<file path="src/rtl/instr_encoder_pkg.sv">
// Shared types and constants for the RV32I instruction encoder.
// Latency: n/a (declarations only).
// Backpressure: n/a.
package rv_enc_pkg;

    localparam logic [2:0] FMT_R = 3'd0;
    localparam logic [2:0] FMT_I = 3'd1;
    localparam logic [2:0] FMT_S = 3'd2;
    localparam logic [2:0] FMT_B = 3'd3;
    localparam logic [2:0] FMT_U = 3'd4;
    localparam logic [2:0] FMT_J = 3'd5;

    localparam logic [31:0] NOP_INSTR = 32'h0000_0013;

    localparam logic [6:0] OP_IMM    = 7'h13;
    localparam logic [6:0] OP_LOAD   = 7'h03;
    localparam logic [6:0] OP_STORE  = 7'h23;
    localparam logic [6:0] OP_BRANCH = 7'h63;
    localparam logic [6:0] OP_LUI    = 7'h37;
    localparam logic [6:0] OP_AUIPC  = 7'h17;
    localparam logic [6:0] OP_JAL    = 7'h6f;
    localparam logic [6:0] OP_JALR   = 7'h67;

    typedef enum logic [1:0] {
        ST_IDLE = 2'd0,
        ST_RUN  = 2'd1,
        ST_DONE = 2'd2
    } enc_state_t;

    // Decoded field bundle as held in the first pipeline stage.
    typedef struct packed {
        logic [2:0]  fmt;
        logic [6:0]  opcode;
        logic [4:0]  rd;
        logic [4:0]  rs1;
        logic [4:0]  rs2;
        logic [2:0]  funct3;
        logic [6:0]  funct7;
        logic [31:0] imm;
    } fields_t;

endpackage

</file>
<file path="src/rtl/instr_encoder_if.sv">
// Field-bundle input stream and encoded-word output stream of the encoder.
// Latency: n/a (wiring only).
// Backpressure: valid/ready on both streams.
interface instr_encoder_if #(
    parameter int WIDTH = 32
);
    logic             in_valid;
    logic             in_ready;
    logic [2:0]       in_fmt;
    logic [6:0]       in_opcode;
    logic [4:0]       in_rd;
    logic [4:0]       in_rs1;
    logic [4:0]       in_rs2;
    logic [2:0]       in_funct3;
    logic [6:0]       in_funct7;
    logic [WIDTH-1:0] in_imm;
    logic             in_last;
    logic             out_valid;
    logic             out_ready;
    logic [WIDTH-1:0] out_instr;
    logic [WIDTH-1:0] out_addr;
    logic             out_err;

    modport master (
        output in_valid, in_fmt, in_opcode, in_rd, in_rs1, in_rs2,
               in_funct3, in_funct7, in_imm, in_last, out_ready,
        input  in_ready, out_valid, out_instr, out_addr, out_err
    );

    modport slave (
        input  in_valid, in_fmt, in_opcode, in_rd, in_rs1, in_rs2,
               in_funct3, in_funct7, in_imm, in_last, out_ready,
        output in_ready, out_valid, out_instr, out_addr, out_err
    );
endinterface

</file>
<file path="src/rtl/instr_encoder_enc_pack.sv">
// Combinational field packer and immediate range checker (IMM_CHECK_EN enables checks).
// Latency: 0 cycles (pure combinational).
// Backpressure: none; caller registers the result.
module enc_pack
    import rv_enc_pkg::*;
(
    input  fields_t     f,
    output logic [31:0] instr,
    output logic        err
);

    // Scatter the immediate into the format-specific bit positions.
    always_comb begin
        instr = NOP_INSTR;
        case (f.fmt)
            FMT_R: instr = {f.funct7, f.rs2, f.rs1, f.funct3, f.rd, f.opcode};
            FMT_I: instr = {f.imm[11:0], f.rs1, f.funct3, f.rd, f.opcode};
            FMT_S: instr = {f.imm[11:5], f.rs2, f.rs1, f.funct3, f.imm[4:0], f.opcode};
            FMT_B: instr = {f.imm[12], f.imm[10:5], f.rs2, f.rs1, f.funct3,
                            f.imm[4:1], f.imm[11], f.opcode};
            FMT_U: instr = {f.imm[31:12], f.rd, f.opcode};
            FMT_J: instr = {f.imm[20], f.imm[10:1], f.imm[11], f.imm[19:12],
                            f.rd, f.opcode};
            default: instr = NOP_INSTR;
        endcase
    end

`ifdef IMM_CHECK_EN
    // Flag immediates whose discarded high bits are not a pure sign extension.
    always_comb begin
        err = 1'b0;
        case (f.fmt)
            FMT_R: err = 1'b0;
            FMT_I,
            FMT_S: err = !((&f.imm[31:11]) || !(|f.imm[31:11]));
            FMT_B: err = f.imm[0] || !((&f.imm[31:12]) || !(|f.imm[31:12]));
            FMT_J: err = f.imm[0] || !((&f.imm[31:20]) || !(|f.imm[31:20]));
            FMT_U: err = |f.imm[11:0];
            default: err = 1'b1;
        endcase
    end
`else
    assign err = 1'b0;
`endif

endmodule

</file>
<file path="src/rtl/instr_encoder.sv">
// Streaming RV32I encoder: fields in, 32-bit words with sequential byte addresses out.
// Latency: 2 cycles input handshake to out_valid; 1 word/cycle throughput.
// Backpressure: S2 holds while out_valid && !out_ready; in_ready drops once both stages are full.
module instr_encoder
    import rv_enc_pkg::*;
#(
    parameter int               WIDTH     = 32,
    parameter logic [WIDTH-1:0] BASE_ADDR = 32'h0000_0000,
    parameter int               CNT_W     = 16
) (
    input  logic             clk,
    input  logic             rst,
    input  logic             start,
    instr_encoder_if.slave   bus,
    output logic             busy,
    output logic             done,
    output logic [CNT_W-1:0] instr_cnt
);

    enc_state_t       state, state_nxt;
    fields_t          in_f;
    fields_t          s1_f;
    logic             s1_valid;
    logic             s1_last;
    logic             s2_last;
    logic             s2_load;
    logic             in_fire;
    logic             out_fire;
    logic             load_start;
    logic [WIDTH-1:0] addr_cnt;
    logic [31:0]      enc_word;
    logic             enc_err;

    assign in_f = '{fmt:    bus.in_fmt,
                    opcode: bus.in_opcode,
                    rd:     bus.in_rd,
                    rs1:    bus.in_rs1,
                    rs2:    bus.in_rs2,
                    funct3: bus.in_funct3,
                    funct7: bus.in_funct7,
                    imm:    bus.in_imm};

    assign load_start   = (state == ST_IDLE) && start;
    assign s2_load      = !bus.out_valid || bus.out_ready;
    assign out_fire     = bus.out_valid && bus.out_ready;
    assign bus.in_ready = (state == ST_RUN) && (!s1_valid || s2_load);
    assign in_fire      = bus.in_valid && bus.in_ready;

    enc_pack u_pack (
        .f     (s1_f),
        .instr (enc_word),
        .err   (enc_err)
    );

    // State register.
    always_ff @(posedge clk) begin
        if (rst) state <= ST_IDLE;
        else     state <= state_nxt;
    end

    // Next-state and status outputs: the load ends when the last word leaves S2.
    always_comb begin
        state_nxt = state;
        busy      = (state != ST_IDLE);
        done      = 1'b0;
        case (state)
            ST_IDLE: if (start) state_nxt = ST_RUN;
            ST_RUN:  if (out_fire && s2_last) state_nxt = ST_DONE;
            ST_DONE: begin
                done      = 1'b1;
                state_nxt = ST_IDLE;
            end
            default: state_nxt = ST_IDLE;
        endcase
    end

    // S1: capture the field bundle; empties when S2 takes it.
    always_ff @(posedge clk) begin
        if (rst) begin
            s1_valid <= 1'b0;
            s1_f     <= '0;
            s1_last  <= 1'b0;
        end else if (in_fire) begin
            s1_valid <= 1'b1;
            s1_f     <= in_f;
            s1_last  <= bus.in_last;
        end else if (s2_load) begin
            s1_valid <= 1'b0;
        end
    end

    // S2: encoded word plus its address; the address counter advances per loaded word.
    always_ff @(posedge clk) begin
        if (rst) begin
            bus.out_valid <= 1'b0;
            bus.out_instr <= '0;
            bus.out_addr  <= BASE_ADDR;
            bus.out_err   <= 1'b0;
            s2_last       <= 1'b0;
            addr_cnt      <= BASE_ADDR;
        end else begin
            if (s2_load) begin
                bus.out_valid <= s1_valid;
                if (s1_valid) begin
                    bus.out_instr <= enc_word;
                    bus.out_addr  <= addr_cnt;
                    bus.out_err   <= enc_err;
                    s2_last       <= s1_last;
                    addr_cnt      <= addr_cnt + WIDTH'(4);
                end
            end
            if (load_start) addr_cnt <= BASE_ADDR;
        end
    end

    // Count output handshakes for this load, sticking at all-ones.
    always_ff @(posedge clk) begin
        if (rst || load_start)                instr_cnt <= '0;
        else if (out_fire && !(&instr_cnt))   instr_cnt <= instr_cnt + CNT_W'(1);
    end

endmodule

</file>
<file path="src/flat_wrapper.sv">
// flat-port wrapper written by rule: the top's interface ports become plain ports
module instr_encoder_flat import rv_enc_pkg::*;
#(
    parameter int               WIDTH     = 32,
    parameter logic [WIDTH-1:0] BASE_ADDR = 32'h0000_0000,
    parameter int               CNT_W     = 16
)
  (clk, rst, start, busy, done, instr_cnt, bus_in_valid, bus_in_fmt, bus_in_opcode, bus_in_rd, bus_in_rs1, bus_in_rs2, bus_in_funct3, bus_in_funct7, bus_in_imm, bus_in_last, bus_out_ready, bus_in_ready, bus_out_valid, bus_out_instr, bus_out_addr, bus_out_err);
  instr_encoder_if #(.WIDTH(WIDTH)) bus_i ();
  input  logic clk;
  input  logic rst;
  input  logic start;
  output logic busy;
  output logic done;
  output logic [CNT_W-1:0] instr_cnt;
  input wire logic [$bits(bus_i.in_valid)-1:0] bus_in_valid;
  input wire logic [$bits(bus_i.in_fmt)-1:0] bus_in_fmt;
  input wire logic [$bits(bus_i.in_opcode)-1:0] bus_in_opcode;
  input wire logic [$bits(bus_i.in_rd)-1:0] bus_in_rd;
  input wire logic [$bits(bus_i.in_rs1)-1:0] bus_in_rs1;
  input wire logic [$bits(bus_i.in_rs2)-1:0] bus_in_rs2;
  input wire logic [$bits(bus_i.in_funct3)-1:0] bus_in_funct3;
  input wire logic [$bits(bus_i.in_funct7)-1:0] bus_in_funct7;
  input wire logic [$bits(bus_i.in_imm)-1:0] bus_in_imm;
  input wire logic [$bits(bus_i.in_last)-1:0] bus_in_last;
  input wire logic [$bits(bus_i.out_ready)-1:0] bus_out_ready;
  output wire logic [$bits(bus_i.in_ready)-1:0] bus_in_ready;
  output wire logic [$bits(bus_i.out_valid)-1:0] bus_out_valid;
  output wire logic [$bits(bus_i.out_instr)-1:0] bus_out_instr;
  output wire logic [$bits(bus_i.out_addr)-1:0] bus_out_addr;
  output wire logic [$bits(bus_i.out_err)-1:0] bus_out_err;
  assign bus_i.in_valid = bus_in_valid;
  assign bus_i.in_fmt = bus_in_fmt;
  assign bus_i.in_opcode = bus_in_opcode;
  assign bus_i.in_rd = bus_in_rd;
  assign bus_i.in_rs1 = bus_in_rs1;
  assign bus_i.in_rs2 = bus_in_rs2;
  assign bus_i.in_funct3 = bus_in_funct3;
  assign bus_i.in_funct7 = bus_in_funct7;
  assign bus_i.in_imm = bus_in_imm;
  assign bus_i.in_last = bus_in_last;
  assign bus_i.out_ready = bus_out_ready;
  assign bus_in_ready = bus_i.in_ready;
  assign bus_out_valid = bus_i.out_valid;
  assign bus_out_instr = bus_i.out_instr;
  assign bus_out_addr = bus_i.out_addr;
  assign bus_out_err = bus_i.out_err;
  instr_encoder #(.WIDTH(WIDTH), .BASE_ADDR(BASE_ADDR), .CNT_W(CNT_W)) u_core (.clk(clk), .rst(rst), .start(start), .bus(bus_i), .busy(busy), .done(done), .instr_cnt(instr_cnt));
endmodule
</file>
<file path="config.mk">
export PLATFORM = sky130hd
export DESIGN_NAME = instr_encoder_flat
export DESIGN_NICKNAME = d
export VERILOG_FILES = /design/src/rtl/instr_encoder_pkg.sv /design/src/rtl/instr_encoder_if.sv /design/src/rtl/instr_encoder_enc_pack.sv /design/src/rtl/instr_encoder.sv /design/src/flat_wrapper.sv
export SDC_FILE = /design/constraint.sdc
export NUM_CORES = 1
export LEC_CHECK = 0
export BUFFER_PORTS_ARGS = -buffer_cell sky130_fd_sc_hd__buf_2
export CAP_MARGIN = 20
export CORE_ASPECT_RATIO = 1.25
export CORE_MARGIN = 3
export CORE_UTILIZATION = 25
export CTS_CLUSTER_DIAMETER = 100
export DETAILED_ROUTE_END_ITERATION = 10
export GPL_ROUTABILITY_DRIVEN = 0
export MAX_ROUTING_LAYER = met4
export SETUP_SLACK_MARGIN = 0.2
export SLEW_MARGIN = 20
export SYNTH_ARGS = -nofsm -noshare
export SYNTH_HDL_FRONTEND = slang
export SYNTH_SLANG_ARGS = --single-unit
</file>
<file path="constraint.sdc">
create_clock -name clk -period 1.98 [get_ports clk]
set_input_delay 0.297 -clock clk [delete_from_list [all_inputs] [get_ports clk]]
set_output_delay 0.297 -clock clk [all_outputs]
set_load 0.02 [all_outputs]
</file>
Word level (Yosys, flattened, before mapping)
Index checks and enable logic that the tools add are counted.

Register bits after elaboration: 185. Latch bits: 0. Bits in writable memories: 0. Bits in read-only memories: 0. Input bits: 73. Output and inout port bits: 85. Word-level logic and storage cells: 55. Memories: 0.

Add/sub/neg operators: 2. Multiply operators: 0. Divide/modulo/power cells: 0. $lt $le $gt $ge: 0. Equal/unequal tests: 9. Shift operators: 0. Mux-type cells: 7. Bitwise gates (word level): 0. Reduce and logical (&&, ||, !) cells: 20.

Operator list (count): $pmux 32 s6 (1); $add 32x3->32 const B (1); $add 16x1->16 const B (1); $reduce_and 16->1 (1); $eq 3x2->1 const B (2); $eq 3x3->1 const B (2); $logic_and 1x1->1 (6); $mux 2 (2); $ne 2x2->1 const B (2); $pmux 2 s2 (1); $reduce_and 2->1 (2); $reduce_bool 2->1 (2); $eq 3x1->1 const B (1); $logic_not 1->1 (3); $logic_not 3->1 (1); $logic_or 1x1->1 (3); $mux 1 (3); $eq 2x1->1 const B (1); $eq 2x2->1 const B (1); $logic_not 2->1 (1); $reduce_or 2->1 (1).

Longest topological paths before layout
Depth after elaboration: 6. Mapped depth: 7. Depth with buffers taken out: 5.

Cells and area by module
From an unflattened synthesis, not the netlist that was laid out.

Cell total of the unflattened synthesis: 943. Area, all modules: 7400.8 um^2.

By module, submodules not included: instr_encoder (times used 1, cells an instance 853, area each 6830.3 um^2, sequential area each 3643.5 um^2); enc_pack (times used 1, cells an instance 90, area each 570.5 um^2, sequential area each 0.0 um^2).

Worst setup path after synthesis
Ideal clock, no wire load.

Kind: register -> register. Start: reg u_core.instr_cnt[8]. End: reg u_core.instr_cnt[7]. Library setup time: 0.115 ns. Arrival time: 1.628 ns. Required time: 1.865 ns. Setup slack: 0.238 ns. Cell stages (with the launch flop): 6. Path buffers: 1. Cell sequence: dfxtp_1 -> nand4_1 -> nor4_2 -> buf_4 -> nor4_1 -> o21a_1.

Cells in the longest elaborated chain, start to end: 3.

Ends and longest elaborated chain: start, declared (RTL line instr_encoder.sv:17) `output logic [CNT_W-1:0] instr_cnt`; start signal, assigned (RTL line instr_encoder.sv:119) `else if (out_fire && !(&instr_cnt)) instr_cnt <= instr_cnt + CNT_W'(1);`; $reduce_and 16->1 (RTL line instr_encoder.sv:119); $logic_not 1->1 (RTL line instr_encoder.sv:119); $logic_and 1x1->1 (RTL line instr_encoder.sv:119).

Every way passes these cells. A chain may end at the register's enable or synchronous reset.

Worst setup path after layout
Start: reg u_core.instr_cnt[9]. End: reg u_core.instr_cnt[15].

Cells in the longest elaborated chain, start to end: 3.

Ends and longest elaborated chain: parallel branches: the longest is 3 deep, another holds $add 16x1->16.

Several ways; the timed one is not identified.

==> impl_metrics.toml <==
[worst_setup_path]
arrival_ns = 2.11
start_kind = "flop"
r2r.worst_path.cells = 6
cpMostUsedCell = "buf_4"
rrSetupSlack_ns = 0.24
reg2reg_to = "u_core.instr_cnt[15]"
cpPeakStageDelay_ns = 0.52
slowest_stage = "or4_1"
required_ns = 2.35
path_cells = "nand4_1, buf_4, nor4_4, buf_4, or4_1, a21oi_2"
end_kind = "flop"
crit_type = "reg2reg"
crit_fanout = 9
worstReg2RegStart = "u_core.instr_cnt[9]"

[power_and_ir_drop]
p_per_area_nw_per_um2 = 798.4
seqPwrFrac_pct = 49.3
p_leak_nw = 4.070
combPwrFrac_pct = 7.3
intPower_mw = 5.664
peakVddDrop_mv = 0.4754
power_mw = 7.678
power_switching_share_pct = 26.24
clkPwrFrac_pct = 43.4
p_sw_mw = 2.015

[sta]
period_minus_slack_ns = 1.738
grt_setup_unrepaired = "true"
relSlewSlack_pct = 59.02
tightest_slew_ns = 0.6141
finalSetupViolCount = 0
holdWs_ns = 0.08844
hold_viol_final = 0
fin_crit_sh_pct = 87.78
clock_skew_ns = 0.009935
fin_tns_setup_ns = 0
max_freq_mhz = 575.3
drv_slew = 0

[global_routing]
track_usage_pct = 13.87
overflow = 0
grt_pass1_wl_mm = 34.89
antenna_found_initial = 2
grt_pass1_vias = 6409
grt_max_degree = 99

[drt]
via_per_inst = 4.718
wl_mm = 22.24
drtIter0Drc = 313
wl_per_cell_um = 15.79
drc = 0
ant_nets = 0
vias = 6648
drt-pass1-iter-count = 5

[synthesis]
synth_cell_types = 51
netlist_instances = 841
synth_edf_count = 0
synth_async_sr_flop_share_pct = 0
synth_flop_cell = "dfxtp_1"
yosysTopAreaCellShare_pct = 48.00
ys_top_cells_by_area = "dfxtp_1 48%, mux2i_1 9.7%, nor2_1 5.9%"
ys_ff_latch = 181
synthesis.area_um2 = 7548
seq_area_frac_synth_pct = 48.00
yosysWarnings = 0
synth.largest_area_cell = "dfxtp_1"
syn_area_per_cell_um2 = 8.976

[placed_design]
io_buffers = 154
dp.cells = 1366
hpwl_mm = 15.79

[worst_hold_path]
hold_depth = 3
hold_class = "in2reg"
hold_start = "bus_in_imm[3]"
holdPathEnd = "u_core.s1_f[3]"

[floorplan]
dieArea_um2 = 32330
core_area_um2 = 29520
initial_utilization_pct = 25.57
ioPinCount = 158
die_w_um = 161.4
fp-row-count = 70
die_h_um = 200.3

[final_layout]
layout_commonest_cell = "dfxtp_1"
multi_input_area_um2 = 3697
drive_gt1_share_pct = 26.38
fillers = 3111
layout_common_cells = "171 x dfxtp_1, 153 x buf_2, 117 x nor2_1, 89 x nand2_1, 73 x mux2i_1"
fin_nets = 1074
finalCoreUtilization_pct = 32.58
seq_area_um2 = 3636
syn2layout_area_growth_pct = 27.40
instances_no_fill = 1409

[cts]
cts_buffer_depth = 2
numCtsBuffers = 17
path_clk_slew_ns = 0.08
clock_sinks = 181
root_buffer = "clkbuf_16"
clk_latency_ns = 0.43
cts_tree = "done"
cts.htree.levels = 4

[status]
outcome = "completed"

[job]
drv_cap = 0
-- kinds of logic after synthesis --
logic type / count (synthesis) / share of synthesized area, %
mux: 76 / 10.13
simple gates: 351 / 23.01
flops: 181 / 48.00
fa+ha+maj: 2 / 0.3315
other cells: 1 / 0.04968
compound gates: 153 / 13.31
buf+inv: 68 / 4.127
xor+xnor: 9 / 1.044
-- final cells by class --
cell class,count,share of cell area [%]
antenna,1,0.02602
clock buffer,18,4.567
clock inverter,14,1.379
inverter,7,0.2732
multi-input combinational,595,38.45
sequential,181,37.81
tap,396,5.152
timing repair buffer,197,12.35
-- registers in the layout, indices dropped and copies added, names as in the netlist --
signal / count
u_core.s1_last: 1
u_core.bus.out_valid: 1
u_core.instr_cnt: 16
u_core.addr_cnt: 30
u_core.s1_valid: 1
u_core.state: 2
u_core.bus.out_addr: 30
u_core.bus.out_instr: 32
u_core.s2_last: 1
u_core.s1_f: 67
-- synthesized netlist by cell type, drive strengths merged, types with 5 or more instances --
master,count
dfxtp,181
nor2,118
nand2,91
mux2i,73
a21oi,70
clkbuf,40
nor3,23
buf,21
nand3,21
o31ai,21
or4,21
a221oi,19
nand4,15
o21ai,14
a22o,12
and2,11
or3,9
and4,8
inv,7
nand3b,6
xor2,6
a22oi,5
and3,5
nor3b,5
nor4,5
-- per-stage QoR --
step	instance area, µm²	worst slack, ns
detailed placement	8892	0.1890
floorplan	7556	0.2378
CTS	9472	0.1874
finish	9617	0.2419
global route	9617	0.1668
global placement	8892	0.2295
-- timing repair --
item | in CTS | in global routing
gates resized for setup | 2 | 21
endpoints found under the setup margin | 4 | 46
cloned | 0 | 1
buffers inserted | 0 | 9
hold buffers | 0 | 0
pin swaps | 0 | 4
-- routing by layer --
layer	up-vias	global-route usage, %	part of all wire [%]	routed length (µm)
met1	3156	15.74	42	9350
li1	3327	-	-	-
met4	0	4.027	1.3	282
met3	17	3.993	5.8	1288
met2	148	23.70	51	11320
met5	-	-	0	0
-- how the worst max path moves through the flow --
stage / startpoint / endpoint / slack, ns / depth (start not counted)
6_report: u_core.instr_cnt[9] / u_core.instr_cnt[15] / 0.24 / 6
5_1_grt: u_core.instr_cnt[9] / u_core.instr_cnt[15] / 0.17 / 6
4_1_cts: u_core.addr_cnt[2] / u_core.addr_cnt[22] / 0.19 / 5
3_5_place_dp: u_core.addr_cnt[2] / u_core.addr_cnt[18] / 0.19 / 6
3_3_place_gp: bus_out_ready / u_core.addr_cnt[17] / 0.23 / 5
2_1_floorplan: u_core.instr_cnt[8] / u_core.instr_cnt[7] / 0.24 / 5
-- power groups by stage --
stage | Combinational [mW] | Sequential [mW] | Clock (mW)
after floorplan | 0.322 | 3.88 | 0
after global routing | 0.618 | 3.80 | 3.61
after detailed placement | 0.567 | 3.87 | 0
final | 0.558 | 3.79 | 3.33
after CTS | 0.568 | 3.79 | 3.47
after global placement | 0.560 | 3.87 | 0
-- worst max-delay path: cells and delay by family (launching register included) --
kind,cells,cell delay (ns)
AND/OR/NAND/NOR,3,0.83
AO/OA/AOI/OAI,1,0.14
buffers and inverters,2,0.36
flip-flops,1,0.35
Power figures use the tool's default switching activity.
